### src/rtl/dict_loader.sv
// Boot-time loader: fetches the packed field1/field2/field3 dictionary image
// word by word over a valid/ready read port and appends each entry to its dictionary.
module dict_loader #(
  parameter int unsigned FIELD1_KEY_WIDTH = 3,
  parameter int unsigned FIELD2_KEY_WIDTH = 5,
  parameter int unsigned FIELD3_KEY_WIDTH = 8,
  parameter int unsigned FIELD1_VAL_WIDTH = 7,
  parameter int unsigned FIELD2_VAL_WIDTH = 10,
  parameter int unsigned FIELD3_VAL_WIDTH = 15,
  parameter logic [31:0] DICT_BASE_ADDR   = 32'h0000_0000
) (
  input  logic                        clk,
  input  logic                        resetn,
  input  logic                        start,
  output logic                        load_busy,
  output logic                        load_done,
  output logic                        load_error,
  output logic                        mem_req_valid,
  input  logic                        mem_req_ready,
  output logic [31:0]                 mem_req_addr,
  input  logic [31:0]                 mem_req_rdata,
  output logic                        dict1_write_enable,
  output logic [FIELD1_VAL_WIDTH-1:0] dict1_write_val,
  output logic                        dict2_write_enable,
  output logic [FIELD2_VAL_WIDTH-1:0] dict2_write_val,
  output logic                        dict3_write_enable,
  output logic [FIELD3_VAL_WIDTH-1:0] dict3_write_val
);

  localparam int unsigned N1    = 1 << FIELD1_KEY_WIDTH;
  localparam int unsigned N2    = 1 << FIELD2_KEY_WIDTH;
  localparam int unsigned N3    = 1 << FIELD3_KEY_WIDTH;
  localparam int unsigned TOTAL = N1 + N2 + N3;
  localparam int unsigned IDX_W = $clog2(TOTAL);
  localparam logic [31:0] BASE  = {DICT_BASE_ADDR[31:2], 2'b00};

  typedef enum logic [1:0] {IDLE, REQ, WRITE, DONE} state_t;

  state_t           state, state_next;
  logic [IDX_W-1:0] index;
  logic             last, sel1, sel2, ovf;

  assign last = (index == IDX_W'(TOTAL - 1));
  assign sel1 = (index < IDX_W'(N1));
  assign sel2 = !sel1 && (index < IDX_W'(N1 + N2));

  always_comb begin
    ovf = 1'b0;
    if (sel1)      ovf = ((mem_req_rdata >> FIELD1_VAL_WIDTH) != '0);
    else if (sel2) ovf = ((mem_req_rdata >> FIELD2_VAL_WIDTH) != '0);
    else           ovf = ((mem_req_rdata >> FIELD3_VAL_WIDTH) != '0);
  end

  assign load_busy = (state == REQ) || (state == WRITE);
  assign load_done = (state == DONE);

  always_ff @(posedge clk or negedge resetn) begin
    if (!resetn) state <= IDLE;
    else         state <= state_next;
  end

  always_comb begin
    state_next = state;
    unique case (state)
      IDLE:    if (start) state_next = REQ;
      REQ:     if (mem_req_ready) state_next = WRITE;
      WRITE:   state_next = last ? DONE : REQ;
      DONE:    state_next = DONE;
      default: state_next = IDLE;
    endcase
  end

  always_ff @(posedge clk or negedge resetn) begin
    if (!resetn) begin
      index              <= '0;
      mem_req_valid      <= 1'b0;
      mem_req_addr       <= '0;
      load_error         <= 1'b0;
      dict1_write_enable <= 1'b0;
      dict2_write_enable <= 1'b0;
      dict3_write_enable <= 1'b0;
      dict1_write_val    <= '0;
      dict2_write_val    <= '0;
      dict3_write_val    <= '0;
    end else begin
      dict1_write_enable <= 1'b0;
      dict2_write_enable <= 1'b0;
      dict3_write_enable <= 1'b0;
      unique case (state)
        IDLE: if (start) begin
          index         <= '0;
          mem_req_valid <= 1'b1;
          mem_req_addr  <= BASE;
        end
        REQ: if (mem_req_ready) begin
          mem_req_valid <= 1'b0;
          if (ovf) load_error <= 1'b1;
          if (sel1) begin
            dict1_write_val    <= mem_req_rdata[FIELD1_VAL_WIDTH-1:0];
            dict1_write_enable <= 1'b1;
          end else if (sel2) begin
            dict2_write_val    <= mem_req_rdata[FIELD2_VAL_WIDTH-1:0];
            dict2_write_enable <= 1'b1;
          end else begin
            dict3_write_val    <= mem_req_rdata[FIELD3_VAL_WIDTH-1:0];
            dict3_write_enable <= 1'b1;
          end
        end
        WRITE: begin
          index <= index + 1'b1;
          // Address advances incrementally; equals base + 4*index mod 2^32.
          if (!last) begin
            mem_req_valid <= 1'b1;
            mem_req_addr  <= mem_req_addr + 32'd4;
          end
        end
        default: ;
      endcase
    end
  end

endmodule
### config.mk
export PLATFORM = sky130hd
export DESIGN_NAME = dict_loader
export DESIGN_NICKNAME = d
export VERILOG_FILES = /design/src/rtl/dict_loader.sv
export SDC_FILE = /design/constraint.sdc
export NUM_CORES = 1
export LEC_CHECK = 0
export ABC_AREA = 1
export BUFFER_PORTS_ARGS = -buffer_cell sky130_fd_sc_hd__buf_2
export CORE_UTILIZATION = 50
export CTS_BUF_LIST = sky130_fd_sc_hd__clkbuf_16
export DETAILED_ROUTE_END_ITERATION = 12
export PLACE_DENSITY = 0.75
export SLEW_MARGIN = 20
export SYNTH_ARGS = -nofsm -noshare
export SYNTH_HDL_FRONTEND = slang
export SYNTH_SLANG_ARGS = --single-unit
### constraint.sdc
create_clock -name clk -period 2.3 [get_ports clk]
set_input_delay 0.23 -clock clk [delete_from_list [all_inputs] [get_ports clk]]
set_output_delay 0.23 -clock clk [all_outputs]
set_load 0.03 [all_outputs]
After elaboration in Yosys (flattened, before gate mapping)
Index checks and enable logic that the tools add are counted.
- register bits: 80
- bits in latches: 0
- RAM bits: 0
- bits in read-only memories: 0
- input port bits: 36
- output and inout port bits: 71
- word-level logic and storage cells: 67
- memories: 0
- add/sub/neg operators: 2
- multiply operators: 0
- div/mod/pow operators: 0
- magnitude comparators: 2
- eq/ne operators: 7
- shifts and indexed selects: 0
- multiplexer cells: 26
- bitwise operators: 2
- reductions and logical operators: 17
- operator list (kind ; count):
    $reduce_bool 32->1 ; 3
    $mux 32 ; 2
    $pmux 32 s2 ; 1
    $add 32x3->32 const B ; 1
    $pmux 9 s2 ; 1
    $mux 1 ; 16
    $reduce_and 4->1 ; 3
    $add 9x1->9 const B ; 1
    $eq 9x9->1 const B ; 1
    $lt 9x4->1 const B ; 1
    $lt 9x6->1 const B ; 1
    $mux 9 ; 1
    $reduce_and 3->1 ; 3
    $pmux 2 s4 ; 1
    $mux 2 ; 3
    $ne 2x2->1 const B ; 3
    $eq 2x2->1 const B ; 2
    $reduce_and 2->1 ; 2
    $pmux 1 s3 ; 1
    $reduce_bool 3->1 ; 1
    $eq 2x1->1 const B ; 1
    $logic_not 2->1 ; 1
    $not 1->1 ; 2
    $reduce_bool 2->1 ; 1
    other kinds (3) ; 3

Logic depth before layout (Yosys ltp)
Gate-level depths: netlist of run 1.
- word-level depth: 7
- mapped depth: 12
- mapped depth without buffers: 11

Worst setup path after synthesis of run 1
OpenSTA, ideal clock, no wires.
- path type: reg-to-reg
- start point: register mem_req_addr[3]
- end point: register mem_req_addr[20]
- setup time: 0.121 ns
- arrival: 1.571 ns
- required time: 2.179 ns
- slack: 0.607 ns
- cell stages (with the launch flop): 9
- buffers on the path: 0
- period minus slack after synthesis: 1.693 ns
- path through: dfrtp_1 -> ha_1 -> nand3_2 -> nor2_1 -> nand3_1 -> nor2_1 -> nand2_1 -> nand2_1 -> a21oi_1
- longest elaborated chain between the ends: 3
- ends and longest elaborated chain (item ; RTL line ; text):
    start: declaration ; 20 ; output logic [31:0] mem_req_addr,
    start signal: assignment ; 114 ; mem_req_addr <= mem_req_addr + 32'd4;
    $add 32x3->32 ; 114 ;
    $mux 32 ; 112 ; if (!last) begin
    $pmux 32 s2 ; 89 ; unique case (state)
No other way between the ends. The select of a mux whose other input is x is not followed.
A chain may end at the register's enable or synchronous reset.

Worst setup path after layout of run 1
- start point: register state[0]
- end point: register mem_req_addr[23]
- longest elaborated chain between the ends: 3
- elaborated cells on any way between the ends: 7
- those cells by class: eq/ne: 3; mux: 1; reduce/logical: 3
- ends and longest elaborated chain (item ; RTL line ; text):
    start: declaration ; 39 ; state_t state, state_next;
    start signal: assignment ; 59 ; else state <= state_next;
    $eq 2x2->1 / $logic_not 2->1 (equally long branches) ; 89 ;
    $ne 2x2->1 (no line) / $reduce_bool 2->1 (equally long branches) ; n/a ;
    $reduce_and 3->1 (no line) ; n/a ;
Several ways; a longest one is shown, not always the timed one.

==> qor.csv, run 1 <==
metric,value,unit
largest stage delay on the critical path,430,ps
"most common cell after layout, fill and taps aside",nand2_1,
Post-CTS Setup Inserts,0,
diode count,0,
Tcrit/Tclk final,88.5,%
total negative slack,0,ps
setup violators final,0,
CTS H-tree lvls,3,
FF-to-FF setup slack,260,ps
TritonCTS clock tree,yes,
RR Startpoint,state[0],
core area,0.00789,mm^2
Fin. Hold Viols,0,
vias,4083,
slowest CP cell,dfrtp_1,
worst hold-check path type,in2reg,
Routed wire per std cell,13.2,um
Tmin final,2040,ps
pre-CTS setup slack,213,ps
WL final,10.4,mm
Worst Reg-to-Reg Cells,11,
first-pass GRT wire length,17.3,mm
post-synth cell types,30,
worst-case hold slack,132,ps
std cell rows,32,
worst-path cell chain,"inv_1, ha_1, inv_2, o21ai_4, inv_2, nor2_1, buf_6, nand3_1, nand2_1, inv_1, nor2_1",
share of cells above drive strength 1,20.0,%
IO Pins,107,
total iterations of the first detailed-routing run,5,
hpwl dp,7.70,mm
GRT Overall Usage,25.6,%
worst-case clock skew,9.92,ps
final non-filler cell total,788,
critical path launch point type,flip-flop,
Post-layout nets,724,
P_sw,1.91,mW
Hold Path Stages,3,
Seq pwr share,36.9,%
unrepaired setup endpoints after global routing,false,
TritonCTS Buffers,9,
status,"complete, no violations",
die area,0.00869,mm^2
Setup crit end kind,flip-flop,
DIE HEIGHT,93.2,um
r2r endpoint,mem_req_addr[23],
GRT Residual Overflow,0,
"commonest cells after routing, fill and taps aside","nand2_1, buf_2, nor2_1",
Via density,5.18,
Initial Util,52.7,%
root buf cell,clkbuf_16,
clock sinks,78,
hold path endpoint,dict3_write_val[10],
"Clk Latency, worst-skew pair",340,ps
Comb power frac,33.6,%
setup ws final,264,ps
CP Max Fanout,29,
DR iter-0 viols,194,
I/O Buffers,104,
max frequency,0.491,GHz
initial antenna violation count,0,
Synth Area per Inst,7.24,um^2
clock group share of total power,29.5,%
crit path buf inv count,5,
cell family with most CP delay,buffers and inverters,
vias in the first global route,3763,
Pint,2.77,mW
Synth Instances,575,
HP Start,mem_req_rdata[10],
max-slew violation total from the final report,0,
Max Cap Violations,0,
routability cong.,0.913,
CTS max path bufs,2,
Critical Setup Path Class,reg2reg,
sequential area share after synthesis,46.9,%
placed insts,771,
Synth warnings,0,
largest net degree at the start of global routing,51,
Leak,2.60,nW
"flops & latches, synth",78,
clock transition at the registers of the reported paths,60,ps
max_slew headroom,55.9,%
Die Width,93.2,um
crit path DAT,2310,ps
ANT nets after route,0,
P&R area growth vs syn,21.9,%
DRC Markers,0,
switching fraction of total power,40.8,%
Slew @ Worst Pin,659,ps
Filler Cells Inserted,673,
P per Cell Area,923,mW/mm^2
Max VDD drop,0.000718,V
"Cell Area, Synth",0.00416,mm^2
CP required,2570,ps
-- cells by family after synthesis --
family          synth area share, %
buf+inv                        7.79
compound gates                 9.11
flops                          46.9
simple gates                   33.8
fa+ha+maj                      2.11
other cells                  0.0901
xor+xnor                      0.211
-- synthesized netlist by cell type --
cell type / instances / area share, %
nand2_1: 189 / 17
nor2_1: 89 / 8.0
dfrtp_1: 78 / 47
inv_1: 56 / 5.1
o21ai_0: 48 / 5.8
nand3_1: 35 / 4.2
nand4_1: 16 / 2.4
a21oi_1: 14 / 1.7
ha_1: 7 / 2.1
buf_2: 6 / 0.72
buf_4: 6 / 1.1
nor3_1: 4 / 0.48
o21bai_1: 4 / 0.72
clkbuf_1: 3 / 0.27
inv_2: 3 / 0.27
nor2_2: 2 / 0.30
or2_2: 2 / 0.30
a211oi_1: 1 / 0.18
and3_1: 1 / 0.15
buf_6: 1 / 0.27
clkbuf_2: 1 / 0.12
conb_1: 1 / 0.090
nand2_2: 1 / 0.15
nand3_2: 1 / 0.24
nor2_4: 1 / 0.27
nor3b_1: 1 / 0.18
o21a_1: 1 / 0.18
o21ai_4: 1 / 0.39
o31ai_1: 1 / 0.18
xor2_1: 1 / 0.21
-- worst register-to-register path: cells and delay by family (launching register included) --
kind / cells / cell delay [ps]
AO/OA/AOI/OAI: 1 / 300
adder cells (fa/ha/maj): 1 / 250
buffers and inverters: 5 / 540
flip-flops: 1 / 430
AND/OR/NAND/NOR: 4 / 450
-- power groups by stage --
stage,sequential (mW),clock (mW),combinational (mW)
finish,1.73,1.38,1.57
global route,1.75,1.47,1.74
CTS,1.72,1.40,1.58
detailed placement,1.75,0,1.57
global placement,1.73,0,1.53
floorplan,2.07,0,0.786
-- final cells by class --
class                      instances  area (um^2)  area share, %
clock buffer                       9          225           4.44
clock inverter                     7         62.6           1.23
inverter                          59          221           4.37
multi-input combinational        422         1890           37.2
sequential                        78         1950           38.5
tap                              102          128           2.52
timing repair buffer             111          594           11.7
-- worst max-delay path by stage --
stage          slack [ps]  cells past startpoint               end       startpoint
5_1_grt                50                     10   mem_req_addr[7]         state[0]
3_3_place_gp          310                     10   mem_req_addr[7]         state[0]
3_5_place_dp          210                     10   mem_req_addr[7]         state[0]
6_report              260                     11  mem_req_addr[23]         state[0]
2_1_floorplan         610                      8  mem_req_addr[20]  mem_req_addr[3]
4_1_cts               210                     10   mem_req_addr[7]         state[0]
-- state kept, by name, indices dropped and copies added, names as in the netlist, 2 cells and up --
signal / count
mem_req_addr: 30
state: 2
index: 9
dict2_write_val: 10
dict3_write_val: 15
dict1_write_val: 7
-- timing repair --
| item | 4_1_cts | 5_1_grt |
|---|---|---|
| hold endpoints to repair | 49 | 0 |
| hold buffers | 1 | 0 |
| resized for setup | 0 | 1 |
| setup endpoints to repair | 0 | 1 |
-- metrics by stage --
| step | cell area [um^2] | utilization (%) | total power [mW] |
|---|---|---|---|
| after floorplan | 4160 | - | 2.86 |
| after global placement | 4770 | 60.5 | 3.26 |
| after detailed placement | 4770 | 60.5 | 3.31 |
| after CTS | 5070 | 64.2 | 4.70 |
| after global routing | 5070 | 64.3 | 4.96 |
| final | 5070 | 64.3 | 4.68 |
-- metal layers --
metal  global-route usage (%)  wire [um]  vias to the layer above
met5                        0          0                        -
met4                     12.9        280                        0
met3                     5.53        698                       21
met2                     40.7       4890                      154
met1                     32.8       4550                     1867
li1                         -          -                     2041
(Power assumes the default switching activity.)
==> run 2, diff against run 1 <==
--- a/config.mk
+++ b/config.mk
@@ -10,7 +10,7 @@
 export CORE_UTILIZATION = 50
 export CTS_BUF_LIST = sky130_fd_sc_hd__clkbuf_16
 export DETAILED_ROUTE_END_ITERATION = 12
-export PLACE_DENSITY = 0.75
+export PLACE_DENSITY = 0.74
 export SLEW_MARGIN = 20
 export SYNTH_ARGS = -nofsm -noshare
 export SYNTH_HDL_FRONTEND = slang
==> qor.csv, run 2 (synthesis results as in run 1) <==
metric,value,unit
status,"complete, no violations",
Filler Cells Inserted,704,
slowest CP cell,dfrtp_1,
clock sinks,78,
Met3 Wirelength,571,um
ANT nets after route,0,
Die Width,93.2,um
Slew @ Worst Pin,610,ps
P_sw,1.91,mW
root buf cell,clkbuf_16,
Pint,2.76,mW
P per Cell Area,920,mW/mm^2
vias in the first global route,3785,
Worst Reg-to-Reg Cells,10,
highest metal layer with signal wires,met4,
FF-to-FF setup slack,220,ps
initial antenna violation count,0,
Seq pwr share,36.9,%
TritonCTS clock tree,yes,
crit path DAT,2310,ps
max FFs per register,30,
CP required,2540,ps
total power,4.67,mW
worst hold-check path type,in2reg,
P&R area growth vs syn,22.0,%
Via density,5.10,
switching fraction of total power,41.0,%
"Clk Latency, worst-skew pair",340,ps
max frequency,0.481,GHz
hpwl dp,7.58,mm
unrepaired setup endpoints after global routing,false,
GRT Overall Usage,25.4,%
Regs by FF count,"mem_req_addr: 30 flops, dict3_write_val: 15 flops, dict2_write_val: 10 flops",
total iterations of the first detailed-routing run,5,
CTS H-tree lvls,3,
clock transition at the registers of the reported paths,70,ps
"most common cell after layout, fill and taps aside",nand2_1,
crit path buf inv count,4,
"Cell Area, Placed",0.00477,mm^2
Initial Util,52.7,%
hold path endpoint,dict3_write_val[11],
setup violators final,0,
wl on met1,4.63,mm
pre-CTS setup slack,221,ps
cell family with most CP delay,buffers and inverters,
Comb power frac,33.1,%
CP Max Fanout,29,
IO Pins,107,
HP Start,mem_req_rdata[11],
Tmin final,2080,ps
r2r endpoint,mem_req_addr[7],
worst-path cell chain,"inv_1, ha_1, inv_2, o21ai_4, inv_2, nor2_1, buf_4, nand3_1, nor2_1, nor2_1",
critical path launch point type,flip-flop,
CTS max path bufs,2,
largest net degree at the start of global routing,47,
Biggest register,mem_req_addr,
routability cong.,0.926,
Hold Path Stages,3,
GRT Residual Overflow,0,
"Design Area, Final",0.00507,mm^2
std cell rows,32,
Setup crit end kind,flip-flop,
Routed wire per std cell,13.1,um
share of cells above drive strength 1,20.0,%
Max VDD drop,0.000742,V
DIE HEIGHT,93.2,um
Post-layout nets,724,
core area,0.00789,mm^2
setup ws final,222,ps
max_slew headroom,59.3,%
I/O Buffers,104,
first-pass GRT wire length,17.3,mm
DR iter-0 viols,196,
Fin. Hold Viols,0,
diode count,0,
Reg area,0.00195,mm^2
area of the multi-input gates,0.00189,mm^2
TritonCTS Buffers,9,
Max Cap Violations,0,
vias,4020,
worst-case clock skew,11.0,ps
Tcrit/Tclk final,90.4,%
clock group share of total power,30.1,%
RR Startpoint,state[0],
DRC Markers,0,
WL final,10.4,mm
largest stage delay on the critical path,430,ps
max-slew violation total from the final report,0,
Critical Setup Path Class,reg2reg,
most used cell along the critical path,nor2_1,
Leak,2.60,nW
total negative slack,0,ps
"commonest cells after routing, fill and taps aside","nand2_1, buf_2, nor2_1",
DR WL met2,4.86,mm
die area,0.00869,mm^2
-- run 2: cell count changes in the layout (fill, tap and decap cells not counted) --
cell | before | now
buf_6 | 1 | 0
buf_4 | 5 | 6
clkinvlp_4 | 3 | 2
nand2_4 | 0 | 1
nand2_2 | 1 | 0
clkinv_4 | 0 | 1
-- run 2: worst min-delay path, delay by kind of cell --
kind / cells / cell delay, ps
AND/OR/NAND/NOR: 2 / 110
buffers and inverters: 1 / 100
-- run 2: worst max path at each step --
stage / from / end / slack [ps] / depth (start not counted)
after floorplan: mem_req_addr[3] / mem_req_addr[20] / 610 / 8
after global placement: state[0] / mem_req_addr[21] / 290 / 9
after detailed placement: state[0] / mem_req_addr[21] / 220 / 9
after CTS: state[0] / mem_req_addr[21] / 220 / 9
after global routing: state[0] / mem_req_addr[23] / 40 / 11
final: state[0] / mem_req_addr[7] / 220 / 10
-- run 2: area by class of cell --
type	count	area share (%)
Sequential cell	78	38.5
Multi-Input combinational cell	422	37.3
Timing Repair Buffer	111	11.6
Clock buffer	9	4.44
Inverter	59	4.36
Tap cell	102	2.52
Clock inverter	7	1.26
-- run 2: repair_timing --
| item | 4_1_cts | 5_1_grt |
|---|---|---|
| hold buffers | 1 | 0 |
| setup endpoints to repair | 0 | 1 |
| endpoints found under the hold margin | 44 | 0 |
| gates resized for setup | 0 | 1 |
| buffers inserted | 0 | 0 |
-- run 2: stage by stage --
step                      hold WS, ps  utilization (%)  cells
final                             136             64.3    788
after global routing              151             64.3    788
after detailed placement          285             60.5    771
after global placement            279             60.5    771
after CTS                         124             64.3    788
after floorplan                 -65.6                -    576
-- run 2: power by group through the flow --
stage	clock (mW)	sequential [mW]	combinational, mW
2_1_floorplan	0	2.07	0.786
3_3_place_gp	0	1.74	1.52
3_5_place_dp	0	1.74	1.54
4_1_cts	1.41	1.72	1.55
5_1_grt	1.45	1.75	1.68
6_report	1.40	1.72	1.54
-- run 2: routing by layer --
| metal | track usage (%) | vias to the layer above |
|---|---|---|
| li1 | - | 2035 |
| met1 | 32.3 | 1809 |
| met2 | 41.8 | 154 |
| met4 | 12.9 | 0 |
| met5 | 0 | - |
| met3 | 4.23 | 22 |
